==> src/rtl/seq_divider_16bit_if.sv <==
// Handshake and operand/result bundle for the sequential 16-bit divider.
// The slave side is the divider; the master side is the requester.
interface seq_divider_16bit_if;
  logic        start;
  logic [15:0] dividend;
  logic [15:0] divisor;
  logic [15:0] quotient;
  logic [15:0] remainder;
  logic        busy;
  logic        done;
  logic        div_by_zero;

  modport slave (
    input  start, dividend, divisor,
    output quotient, remainder, busy, done, div_by_zero
  );

  modport master (
    output start, dividend, divisor,
    input  quotient, remainder, busy, done, div_by_zero
  );
endinterface

==> src/rtl/seq_divider_16bit.sv <==
// Unsigned 16-bit restoring divider: one quotient bit per clock over 16 RUN
// cycles, trial subtraction through a two-level carry-lookahead adder.
module seq_divider_16bit #(
  parameter int WIDTH = 16
) (
  input  logic                 clk,
  input  logic                 rst,
  seq_divider_16bit_if.slave   bus
);

  typedef enum logic [1:0] {
    S_IDLE = 2'd0,
    S_RUN  = 2'd1,
    S_DONE = 2'd2
  } state_e;

  // Two-level CLA: 4-bit groups feed a group-level lookahead; returns {c16, sum}.
  function automatic logic [16:0] cla16(input logic [15:0] a, input logic [15:0] b,
                                        input logic cin);
    logic [15:0] g, p, c;
    logic [3:0]  gg, pg;
    logic [4:0]  cg;
    g = a & b;
    p = a ^ b;
    for (int k = 0; k < 4; k++) begin
      gg[k] = g[4*k+3] | (p[4*k+3] & g[4*k+2]) | (p[4*k+3] & p[4*k+2] & g[4*k+1])
            | (p[4*k+3] & p[4*k+2] & p[4*k+1] & g[4*k]);
      pg[k] = &p[4*k +: 4];
    end
    cg[0] = cin;
    cg[1] = gg[0] | (pg[0] & cin);
    cg[2] = gg[1] | (pg[1] & gg[0]) | (pg[1] & pg[0] & cin);
    cg[3] = gg[2] | (pg[2] & gg[1]) | (pg[2] & pg[1] & gg[0]) | (pg[2] & pg[1] & pg[0] & cin);
    cg[4] = gg[3] | (pg[3] & gg[2]) | (pg[3] & pg[2] & gg[1]) | (pg[3] & pg[2] & pg[1] & gg[0])
          | (pg[3] & pg[2] & pg[1] & pg[0] & cin);
    for (int k = 0; k < 4; k++) begin
      c[4*k]   = cg[k];
      c[4*k+1] = g[4*k] | (p[4*k] & cg[k]);
      c[4*k+2] = g[4*k+1] | (p[4*k+1] & g[4*k]) | (p[4*k+1] & p[4*k] & cg[k]);
      c[4*k+3] = g[4*k+2] | (p[4*k+2] & g[4*k+1]) | (p[4*k+2] & p[4*k+1] & g[4*k])
               | (p[4*k+2] & p[4*k+1] & p[4*k] & cg[k]);
    end
    return {cg[4], p ^ c};
  endfunction

  state_e             state_q, state_d;
  logic [WIDTH:0]     r_q, r_d;
  logic [WIDTH-1:0]   q_q, q_d;
  logic [WIDTH-1:0]   d_q, d_d;
  logic [3:0]         cnt_q, cnt_d;
  logic [WIDTH-1:0]   quo_q, quo_d;
  logic [WIDTH-1:0]   rem_q, rem_d;
  logic               dbz_q, dbz_d;

  logic [WIDTH:0]     r_shift_s;
  logic [16:0]        trial_s;
  logic               nonneg_s;
  logic [WIDTH:0]     r_next_s;
  logic [WIDTH-1:0]   q_next_s;

  // R[16] keeps the bit shifted out of R[15] so maximum operands cannot overflow.
  always_comb begin
    r_shift_s = {r_q[WIDTH-1:0], q_q[WIDTH-1]};
    trial_s   = cla16(r_shift_s[15:0], ~d_q, 1'b1);
    nonneg_s  = r_shift_s[WIDTH] | trial_s[16];
    r_next_s  = nonneg_s ? {1'b0, trial_s[15:0]} : r_shift_s;
    q_next_s  = {q_q[WIDTH-2:0], nonneg_s};
  end

  always_comb begin
    state_d = state_q;
    r_d     = r_q;
    q_d     = q_q;
    d_d     = d_q;
    cnt_d   = cnt_q;
    quo_d   = quo_q;
    rem_d   = rem_q;
    dbz_d   = dbz_q;
    case (state_q)
      S_IDLE, S_DONE: begin
        if (bus.start) begin
          d_d = bus.divisor;
          if (bus.divisor == 16'd0) begin
            state_d = S_DONE;
            quo_d   = 16'hFFFF;
            rem_d   = bus.dividend;
            dbz_d   = 1'b1;
          end else begin
            state_d = S_RUN;
            r_d     = 17'd0;
            q_d     = bus.dividend;
            cnt_d   = 4'd0;
          end
        end else begin
          state_d = S_IDLE;
        end
      end
      S_RUN: begin
        r_d   = r_next_s;
        q_d   = q_next_s;
        cnt_d = cnt_q + 4'd1;
        if (cnt_q == 4'd15) begin
          state_d = S_DONE;
          quo_d   = q_next_s;
          rem_d   = r_next_s[WIDTH-1:0];
          dbz_d   = 1'b0;
        end else begin
          state_d = S_RUN;
        end
      end
      default: begin
        state_d = S_IDLE;
      end
    endcase
  end

  always_ff @(posedge clk) begin
    if (rst) begin
      state_q <= S_IDLE;
      r_q     <= 17'd0;
      q_q     <= 16'd0;
      d_q     <= 16'd0;
      cnt_q   <= 4'd0;
      quo_q   <= 16'd0;
      rem_q   <= 16'd0;
      dbz_q   <= 1'b0;
    end else begin
      state_q <= state_d;
      r_q     <= r_d;
      q_q     <= q_d;
      d_q     <= d_d;
      cnt_q   <= cnt_d;
      quo_q   <= quo_d;
      rem_q   <= rem_d;
      dbz_q   <= dbz_d;
    end
  end

  assign bus.quotient    = quo_q;
  assign bus.remainder   = rem_q;
  assign bus.div_by_zero = dbz_q;
  assign bus.busy        = (state_q == S_RUN);
  assign bus.done        = (state_q == S_DONE);

endmodule

==> src/flat_wrapper.sv <==
// flat-port wrapper written by rule: the top's interface ports become plain ports
module seq_divider_16bit_flat 
#(
  parameter int WIDTH = 16
)
  (clk, rst, bus_start, bus_dividend, bus_divisor, bus_quotient, bus_remainder, bus_busy, bus_done, bus_div_by_zero);
  seq_divider_16bit_if bus_i ();
  input  logic clk;
  input  logic rst;
  input wire logic [$bits(bus_i.start)-1:0] bus_start;
  input wire logic [$bits(bus_i.dividend)-1:0] bus_dividend;
  input wire logic [$bits(bus_i.divisor)-1:0] bus_divisor;
  output wire logic [$bits(bus_i.quotient)-1:0] bus_quotient;
  output wire logic [$bits(bus_i.remainder)-1:0] bus_remainder;
  output wire logic [$bits(bus_i.busy)-1:0] bus_busy;
  output wire logic [$bits(bus_i.done)-1:0] bus_done;
  output wire logic [$bits(bus_i.div_by_zero)-1:0] bus_div_by_zero;
  assign bus_i.start = bus_start;
  assign bus_i.dividend = bus_dividend;
  assign bus_i.divisor = bus_divisor;
  assign bus_quotient = bus_i.quotient;
  assign bus_remainder = bus_i.remainder;
  assign bus_busy = bus_i.busy;
  assign bus_done = bus_i.done;
  assign bus_div_by_zero = bus_i.div_by_zero;
  seq_divider_16bit #(.WIDTH(WIDTH)) u_core (.clk(clk), .rst(rst), .bus(bus_i));
endmodule
==> config.mk <==
export PLATFORM = sky130hd
export DESIGN_NAME = seq_divider_16bit_flat
export DESIGN_NICKNAME = d
export VERILOG_FILES = /design/src/rtl/seq_divider_16bit_if.sv /design/src/rtl/seq_divider_16bit.sv /design/src/flat_wrapper.sv
export SDC_FILE = /design/constraint.sdc
export NUM_CORES = 1
export LEC_CHECK = 0
export ABC_AREA = 1
export CORE_ASPECT_RATIO = 1.5
export CORE_UTILIZATION = 59
export DETAILED_ROUTE_END_ITERATION = 8
export GPL_TIMING_DRIVEN = 1
export HOLD_SLACK_MARGIN = 0.02
export MAX_ROUTING_LAYER = met4
export PLACE_DENSITY_LB_ADDON = 0.15
export RECOVER_POWER = 25
export SYNTH_ARGS = -nofsm -noshare
export SYNTH_HDL_FRONTEND = slang
export SYNTH_SLANG_ARGS = --single-unit
export TNS_END_PERCENT = 10
==> constraint.sdc <==
create_clock -name clk -period 5.41 [get_ports clk]
set_clock_uncertainty 0.15 [all_clocks]
set_input_delay 1.082 -clock clk [delete_from_list [all_inputs] [get_ports clk]]
set_output_delay 1.082 -clock clk [all_outputs]
set_load 0.1 [all_outputs]
==> results.md <==
- Status: finished with violations
- Violated checks: max-capacitance violations, max-slew violations
- Portion of the post-synthesis area used by sequential elements: 37.5%
- Count of flip-flops with a built-in enable after synthesis: 0
- Net count after synthesis: 720
- Drt first pass iters: 5
- Weighted congestion at the end of routability-driven global placement: 0.842
- Slowest cell on the critical path: clkbuf_1
- Setup repair after global routing missed its margin: no
- Most common cell after layout, fill and taps aside: nand2_1
- Growth of design area from synthesis to finish: 21.8%
- Commonest non-fill, non-tap cells in the layout: nand2_1 (150), inv_1 (126), dfxtp_1 (87)
- Yosys reg bits: 87
- Standby leakage power: 2.87 nW
- Share of cells above drive strength 1: 5.80%
- Setup TNS: 0 ns
- Post-detailed-placement cell area: 5340 um2
- Clock tree from TritonCTS: done
- Remaining Overflow, GRT: 0
- Post-detailed-routing wire length: 10700 um
- Share of the synthesized area in compound gates (AO/OA/AOI/OAI): 15.5%
- Std cell rows: 39
- Initial antenna violation count: 0
- Cell types occupying the most area after synthesis: dfxtp_1 (38%), nand2_1 (12%), inv_1 (10%), o21ai_0 (5.6%), nand3_1 (5.2%)
- Maximum fanout encountered on the critical timing path: 45
- Synth async-reset ratio: 0%
- Max H-tree Level: 3
- Final layout net count: 775
- Total via count after detailed routing: 4370
- Clock sink count: 87
- Post-synth top area share: 37.5%
- Final slew viol count: 46
- Max_slew headroom: -16.5%
- Die Height: 111 um
- Cts-stage hold buffer count: 0
- Cells along the critical path: dlygate4sd3_1 > inv_1 > clkbuf_1 > o21ai_1 > a21oi_1
- Period Utilization, post-route: 79.2%
- Area enclosed by the die boundary: 8230 um2
- Seq. cell area: 1740 um2
- Clock-pin slew on the worst setup and hold paths: 0.06 ns
- Maximum achievable frequency: 0.233 GHz
- Ys Warns: 0
- Number of distinct library cell variants in the gate-level netlist after synthesis: 38
- Classification of the worst-slack hold path: register to register
- Port Buf Inserts: 69
- Average vias per placed instance: 5.29
- Final non-filler cell area: 5650 um2
- I/O pin cnt: 70
- Capturing element type of the critical path: register
- Final Critical Period: 4.28 ns
- Fraction of the mapped netlist area in adder cells: 6.15%
- Wire length of the first global-routing pass: 18200 um
- Synthesized-area fraction occupied by xor and xnor cells: 1.32%
- Latest clock arrival within the worst-skew pair: 0.34 ns
- Routed wire length per instance: 12.9 um
- Final Hold Vio Count: 0
- Post-detailed-placement half-perimeter wirelength: 7630 um
- Cell area power density: 313 nW/um2
- Number of nets with antenna violations after routing: 0
- Worst-Margin Slew: 1.75 ns
- Post-CTS resize count: 0
- Post-CTS setup repair buffer count: 0
- Combinational family with the most area after synthesis: simple AND/OR/NAND/NOR gates
- Count of buffer and inverter cells on the critical path: 3
- Mux cell area share after synthesis: 0%
- Design Power: 1.77 mW
- Largest net degree at the start of global routing: 51
- Clock tree buffer depth: 2
- Area share of and/or/nand/nor cells after synthesis: 25.7%
- Gate count after technology mapping: 664
- Number of CTS-inserted buffers: 9
- Setup CP Type: input port to register
- Cell family with most CP delay: buffers and inverters
- Cell taking the most area after synthesis: dfxtp_1
- Fillers: 621
- Sort of element at the start of the critical path: input port
- Worst IR Drop VDD: 0.000225 V
- MaxCap Viol Count: 1
- ANT cells: 0
- Final setup violation count: 0
- Starting density of the core: 60.9%
- Iter 0 DRT Violations: 258
- Number of global-route vias before repair: 4143
- Core box area: 7610 um2
- Total routing resource utilization after global routing: 28.8%
- Number of DRC violations after detailed routing: 0
- Syn avg cell area: 6.99 um2
- Cell chosen for the clock root: clkbuf_16
- Final hold slack: 0.317 ns
- Delay contributed by the slowest stage of the critical path: 1.33 ns
- Combined area of all synthesized cells: 4640 um2
- Die Wd: 74.4 um
- Most instantiated flip-flop cell in the synthesis netlist: dfxtp_1
- Data required time at the worst endpoint: 5.53 ns
- Worst path arrival time: 4.40 ns
- Multi-input combinational cell area: 2250 um2
-- cell usage after synthesis, types with 10 or more instances --
master,n
clkbuf_1,15
nand3_1,48
nand3b_1,14
nor2_1,19
o21ai_0,52
dfxtp_1,87
a21oi_1,42
nand2_1,150
inv_1,125
o21ai_1,15
ha_1,18
buf_2,10
o211ai_1,15
-- registers in the layout (all words and copies together) (netlist names) --
name	flops
u_core.state_q	2
u_core.r_q	16
u_core.bus.quotient	16
u_core.d_q	16
u_core.bus.div_by_zero	1
u_core.q_q	16
u_core.cnt_q	4
u_core.bus.remainder	16
-- final timing paths --
path / startpoint / to / slack (ns) / cells after the start
worst max-delay path: rst / u_core.q_q[15] / 1.13 / 5
worst min-delay path: u_core.d_q[2] / u_core.d_q[2] / 0.32 / 2
worst max register to register: u_core.state_q[0] / u_core.q_q[15] / 2.78 / 8
worst min register to register: u_core.d_q[2] / u_core.d_q[2] / 0.32 / 2
-- cell type report --
| type | count | area share, % |
|---|---|---|
| Clock inverter | 6 | 1.48 |
| Sequential cell | 87 | 30.8 |
| Clock buffer | 10 | 4.23 |
| Inverter | 131 | 8.70 |
| Timing Repair Buffer | 73 | 12.7 |
| Multi-Input combinational cell | 417 | 39.8 |
| Tap cell | 102 | 2.26 |
-- tightest hold or removal path, delay by kind of cell (launching register included) --
| kind | cells | cell delay (ns) |
|---|---|---|
| AOI/OAI and AO/OA | 1 | 0.06 |
| buffers and inverters | 1 | 0.07 |
| DFF | 1 | 0.30 |
-- power breakdown --
part / total, mW / internal, mW / switching (mW) / leakage (nW)
Combinational: 0.400 / 0.147 / 0.253 / 2.00
Sequential: 0.696 / 0.676 / 0.0199 / 0.710
Clock: 0.674 / 0.415 / 0.258 / 0.162
-- metal layers --
layer | vias up | wire, um | share of wire (%) | track usage, %
met5 | - | 0 | 0 | -
met4 | 0 | 191 | 1.8 | 12.3
met3 | 18 | 480 | 4.5 | 2.74
met2 | 124 | 5350 | 50 | 47.0
met1 | 2013 | 4670 | 44 | 35.6
li1 | 2215 | - | - | -
-- metrics by stage --
stage	util (%)	worst slack, ns	cells
global placement	70.2	1.72	810
detailed placement	70.2	1.59	810
floorplan	-	2.56	664
CTS	74.4	1.88	826
global route	74.3	0.929	826
finish	74.3	1.13	826
-- kinds of logic after synthesis --
| kind of cell | after synthesis |
|---|---|
| AO/OA/AOI/OAI | 132 |
| AND/OR/NAND/NOR | 257 |
| buffers and inverters | 160 |
| flip-flops | 87 |
| adder cells (fa/ha/maj) | 21 |
| XOR/XNOR | 7 |
No activity file was read; power rests on OpenSTA's default activity.
